## src/rtl/hex_ascii_pkg.sv

```systemverilog
// rtl/hex_ascii_pkg.sv - shared constants and types for the hex ASCII parser
package hex_ascii_pkg;

    localparam logic [7:0] ASCII_0       = 8'h30;
    localparam logic [7:0] ASCII_9       = 8'h39;
    localparam logic [7:0] ASCII_UA      = 8'h41;
    localparam logic [7:0] ASCII_UF      = 8'h46;
    localparam logic [7:0] ASCII_LA      = 8'h61;
    localparam logic [7:0] ASCII_LF      = 8'h66;
    localparam logic [7:0] ASCII_SP      = 8'h20;
    localparam logic [7:0] ASCII_COMMA   = 8'h2C;
    localparam logic [7:0] ASCII_CR      = 8'h0D;
    localparam logic [7:0] ASCII_LF_CHAR = 8'h0A;

    typedef enum logic [1:0] {
        CC_HEX,
        CC_SEP,
        CC_BAD
    } char_class_t;

    typedef enum logic {
        ST_ACCUM,
        ST_HOLD
    } parser_state_t;

endpackage

```

## src/rtl/ascii_hex_decode.sv

```systemverilog
// rtl/ascii_hex_decode.sv - combinational ASCII character to nibble/class decoder
// ascii_char : ASCII code to classify
// nibble     : hex value 0-15 (0 when cls is not CC_HEX)
// cls        : CC_HEX, CC_SEP or CC_BAD
module ascii_hex_decode
    import hex_ascii_pkg::*;
(
    input  logic [7:0]  ascii_char,
    output logic [3:0]  nibble,
    output char_class_t cls
);

    always_comb begin
        nibble = 4'h0;
        cls    = CC_BAD;
        if (ascii_char >= ASCII_0 && ascii_char <= ASCII_9) begin
            nibble = ascii_char[3:0];
            cls    = CC_HEX;
        end else if ((ascii_char >= ASCII_UA && ascii_char <= ASCII_UF) ||
                     (ascii_char >= ASCII_LA && ascii_char <= ASCII_LF)) begin
            // 'A'/'a' have low nibble 1, so +9 lands on 10..15
            nibble = ascii_char[3:0] + 4'd9;
            cls    = CC_HEX;
        end else if (ascii_char == ASCII_SP || ascii_char == ASCII_COMMA ||
                     ascii_char == ASCII_CR || ascii_char == ASCII_LF_CHAR) begin
            cls    = CC_SEP;
        end
    end

endmodule

```

## src/rtl/hex_ascii_parser.sv

```systemverilog
// rtl/hex_ascii_parser.sv - streaming ASCII hex to binary word parser
// clk, rst             : clock, synchronous active-high reset
// char_in/char_valid/char_ready : character input handshake
// word_out/word_valid/word_ready: assembled word output handshake
// err                  : one-cycle pulse after an invalid character is consumed
// digit_count          : nibbles currently accumulated
module hex_ascii_parser
    import hex_ascii_pkg::*;
#(
    parameter int DIGITS = 2
) (
    input  logic                       clk,
    input  logic                       rst,
    input  logic [7:0]                 char_in,
    input  logic                       char_valid,
    output logic                       char_ready,
    output logic [4*DIGITS-1:0]        word_out,
    output logic                       word_valid,
    input  logic                       word_ready,
    output logic                       err,
    output logic [$clog2(DIGITS+1)-1:0] digit_count
);

    localparam int W  = 4 * DIGITS;
    localparam int CW = $clog2(DIGITS + 1);
    localparam logic [CW-1:0] LAST_DIGIT = CW'(DIGITS - 1);

    parser_state_t state;
    logic [W-1:0]  acc;
    logic [W-1:0]  acc_shift;
    logic [3:0]    nibble;
    char_class_t   cls;

    ascii_hex_decode u_decode (
        .ascii_char (char_in),
        .nibble     (nibble),
        .cls        (cls)
    );

    // Shift form stays legal for DIGITS=1, where a part-select would not
    assign acc_shift  = (acc << 4) | W'(nibble);

    // Ready comes straight from the state flop: no input-to-output path
    assign char_ready = (state == ST_ACCUM);

    always_ff @(posedge clk) begin
        if (rst) begin
            state       <= ST_ACCUM;
            acc         <= '0;
            digit_count <= '0;
            word_out    <= '0;
            word_valid  <= 1'b0;
            err         <= 1'b0;
        end else begin
            err <= 1'b0;
            if (state == ST_ACCUM) begin
                if (char_valid) begin
                    case (cls)
                        CC_HEX: begin
                            if (digit_count == LAST_DIGIT) begin
                                word_out    <= acc_shift;
                                word_valid  <= 1'b1;
                                acc         <= '0;
                                digit_count <= '0;
                                state       <= ST_HOLD;
                            end else begin
                                acc         <= acc_shift;
                                digit_count <= digit_count + CW'(1);
                            end
                        end
                        CC_SEP: begin
                            // A separator with nothing accumulated is a no-op
                            if (digit_count != '0) begin
                                word_out    <= acc;
                                word_valid  <= 1'b1;
                                acc         <= '0;
                                digit_count <= '0;
                                state       <= ST_HOLD;
                            end
                        end
                        default: begin
                            err         <= 1'b1;
                            acc         <= '0;
                            digit_count <= '0;
                        end
                    endcase
                end
            end else begin
                if (word_ready) begin
                    word_valid <= 1'b0;
                    state      <= ST_ACCUM;
                end
            end
        end
    end

endmodule

```

## config.mk

```make
export PLATFORM = sky130hd
export DESIGN_NAME = hex_ascii_parser
export DESIGN_NICKNAME = d
export VERILOG_FILES = /design/src/rtl/hex_ascii_pkg.sv /design/src/rtl/ascii_hex_decode.sv /design/src/rtl/hex_ascii_parser.sv
export SDC_FILE = /design/constraint.sdc
export NUM_CORES = 1
export LEC_CHECK = 0
export CORE_UTILIZATION = 50
export DETAILED_ROUTE_END_ITERATION = 10
export HOLD_SLACK_MARGIN = 0.03
export PLACE_DENSITY = 0.86
export SLEW_MARGIN = 15
export SYNTH_ARGS = -nofsm -noshare
export SYNTH_HDL_FRONTEND = slang
export SYNTH_HIERARCHICAL = 1
export SYNTH_SLANG_ARGS = --single-unit
export TNS_END_PERCENT = 10
```

## constraint.sdc

```tcl
create_clock -name clk -period 3.31 [get_ports clk]
set_input_delay 0.662 -clock clk [delete_from_list [all_inputs] [get_ports clk]]
set_output_delay 0.662 -clock clk [all_outputs]
set_load 0.005 [all_outputs]
```

==> flow_summary.ini, run 1 <==
[synthesis]
synth_cells = 109
synth_area_per_cell_um2 = 10.9
synth_top_area_share_pct = 35.3
synthSimpleGateAreaFrac_pct = 16.9
synth_top_family_by_area = compound AO/OA/AOI/OAI gates
yosysUniqueCellTypes = 39
synth-adder-area-share_pct = 4.20
yosysWarningCount = 6
ys_seq_area_share_pct = 35.3
yosysTopAreaCell = dfxtp_1
synth_xor_area_share_pct = 0.735
synth.area.top_cells = dfxtp_1 35%, a211oi_2 8.4%, mux2i_1 7.6%
synthesis.area_um2 = 1190
synth_compound_area_share_pct = 28.8
ys_seq_elements = 21
synthesis.nets = 125
synthMuxAreaShare_pct = 9.77

[sta]
report.final.slew_viol_count = 0
tightest_slew_ns = 0.464
rsz0062_at_grt = no
hold_ws_ns = 0.481
fmax_ghz = 0.333
finalCritPeriodShare_pct = 90.8
slew-limit-headroom_pct = 68.8
setup_violations = 0
clock_skew_ns = 0.00156
period_minus_slack_ns = 3.01
finalSetupTns_ns = 0
final_hold_viol_count = 0

[clock_tree]
clockBufferDepth = 2
post_cts_buffers = 0
clock_sinks = 21
cts_resized = 0
cts_hold_buf = 0
htree_levels = 1
cts_made_buffers = 3
clkLatencyLatePin_ns = 0.31
cts-root-buf = clkbuf_4
cts_tree = done
path_clk_slew_ns = 0.12

[critical_path]
crit_required_ns = 3.57
critPathTopFamily = simple AND/OR/NAND/NOR gates
rrSetupSlack_ns = 1.77
cp-startpoint = char_in[6]
cp-end-kind = register
cp.arrival_ns = 3.26
startpoint_type = input pin
r2r_end = acc[1]
path_depth = 8
r2r-start = digit_count[0]
path_class = input pin to register
setup.worst_path.end = acc[1]
path_cells = clkdlybuf4s50_1 > or4b_4 > a311oi_2 > a211oi_1 > buf_4 > nor4b_2 > or2_0 > a32o_2
slowest_delay_ns = 0.52
crit_slowest_cell = clkdlybuf4s50_1
cp_max_fo = 8
crit_buf_inv = 2
rr_worst_depth = 3

[global_routing]
overflow = 0
grt_max_degree = 15
antenna_found_initial = 0
grt_pass1_vias = 1008
grtUsageTotal_pct = 23.0
grt_pass1_wl_um = 4530

[cells_and_area]
final_cell_mix = 24 x clkdlybuf4s50_1, 21 x dfxtp_1, 11 x a21oi_1, 11 x buf_4, 9 x mux2i_1
layout-drive-gt1-share_pct = 29.2
nets = 161
area_delta_synth_final_pct = 31.6
diodes = 0
final_common_cell = clkdlybuf4s50_1

[route]
ant_nets = 0
vias_per_cell = 5.90
drcViolationCount = 0
wl_um = 2680
dr.pass1.iters = 4
drt_iter0_markers = 16
wire_per_inst_um = 15.6
num_vias = 1015

[floorplan]
core_um2 = 2230
ios = 25
die_w_um = 50.8
start_util_pct = 53.3
rows = 17
fp.dieArea_um2 = 2580
die_y_um = 50.8

[pwr]
vdd_drop_max_mv = 0.282
p_per_area_nw_per_um2 = 285
p_leak_nw = 0.669

[job]
cap_violations = 0

[place]
gp_congestion = 0.733
io_buffers = 24
post-dp-hpwl_um = 2110

[status]
run_status = complete, no violations

[hold_path]
hold_path_class = register to register
[worst min-delay path by stage]
| stage | start | to | slack [ns] | cells past startpoint |
|---|---|---|---|---|
| floorplan | word_valid | word_valid | 0.45 | 2 |
| detailed placement | word_valid | word_valid | 0.46 | 2 |
| global placement | word_valid | word_valid | 0.45 | 2 |
| finish | word_valid | word_valid | 0.48 | 2 |
| global route | word_valid | word_valid | 0.50 | 2 |
| CTS | word_valid | word_valid | 0.48 | 2 |
[metrics by stage]
stage          total power, mW  cell area, µm²  setup WS [ns]  instances  util (%)
5_1_grt                  0.465            1570          0.158        172      70.2
3_3_place_gp             0.324            1540          0.104        168      69.0
4_1_cts                  0.448            1570          0.309        172      70.2
6_report                 0.447            1570          0.304        172      70.2
2_1_floorplan            0.292            1190          0.542        109         -
3_5_place_dp             0.327            1540       0.000353        168      69.0
[state kept, by name, summed over array words and instances, names as in the netlist]
| name | cells |
|---|---|
| acc | 8 |
| digit_count | 2 |
| err | 1 |
| state | 1 |
| word_out | 8 |
| word_valid | 1 |
[tightest hold or removal path, delay by kind of cell (launching register included)]
kind	cells	cell delay, ns
flops	1	0.33
simple gates	1	0.05
compound gates	1	0.06
[logic make-up after synthesis]
group                      count (synthesis)
adders and majority gates                  4
AOI/OAI and AO/OA                         37
muxes                                     11
and+or+nand+nor                           24
buffers and inverters                     11
xor gates and xnor gates                   1
DFF                                       21
[cells in the mapped netlist, drive strengths merged]
library cell,n
and2b,1
o211a,1
a2111oi,2
nor4b,2
nor3b,3
nor4,1
and2,2
nand2b,3
a22o,1
o21bai,1
a211o,1
a311oi,1
a21o,1
mux2,2
a32o,8
buf,5
xor2,1
mux2i,9
nand2,6
or4b,1
ha,4
or3,1
inv,6
or4,1
or2,1
a21oi,11
a211oi,9
nor3,2
o32ai,1
dfxtp,21
[routing by layer]
layer  global-route usage (%)  share of wire [%]  up-vias  routed length [µm]
li1                         -                  -      489                   -
met1                     28.4                 42      493                1130
met2                     41.3                 52       28                1400
met3                     2.08                4.1        5                 109
met4                     8.33                1.5        0                  40
met5                        0                  0        -                   0
[where the power goes]
| part | leakage, nW | internal, mW | switching, mW |
|---|---|---|---|
| Combinational | 0.482 | 0.0338 | 0.0325 |
| Sequential | 0.169 | 0.254 | 0.00111 |
| Clock | 0.0177 | 0.0452 | 0.0797 |
| Total | 0.669 | 0.333 | 0.113 |
[layout make-up]
| class | instances | area [µm²] |
|---|---|---|
| clock buffer | 3 | 22.5 |
| clock inverter | 1 | 5.00 |
| fill | 168 | 666 |
| inverter | 6 | 22.5 |
| multi-input combinational | 77 | 719 |
| sequential | 21 | 420 |
| tap | 28 | 35.0 |
| timing repair buffer | 36 | 343 |
Note: power is estimated with default switching activity, not from simulation.
==> run 2: changes to the inputs <==
Settings changed: ABC_CLOCK_PERIOD_IN_PS from default to 3310.
==> results of run 2 <==
The final DEF is identical to that of run 1; final timing and power are the same.
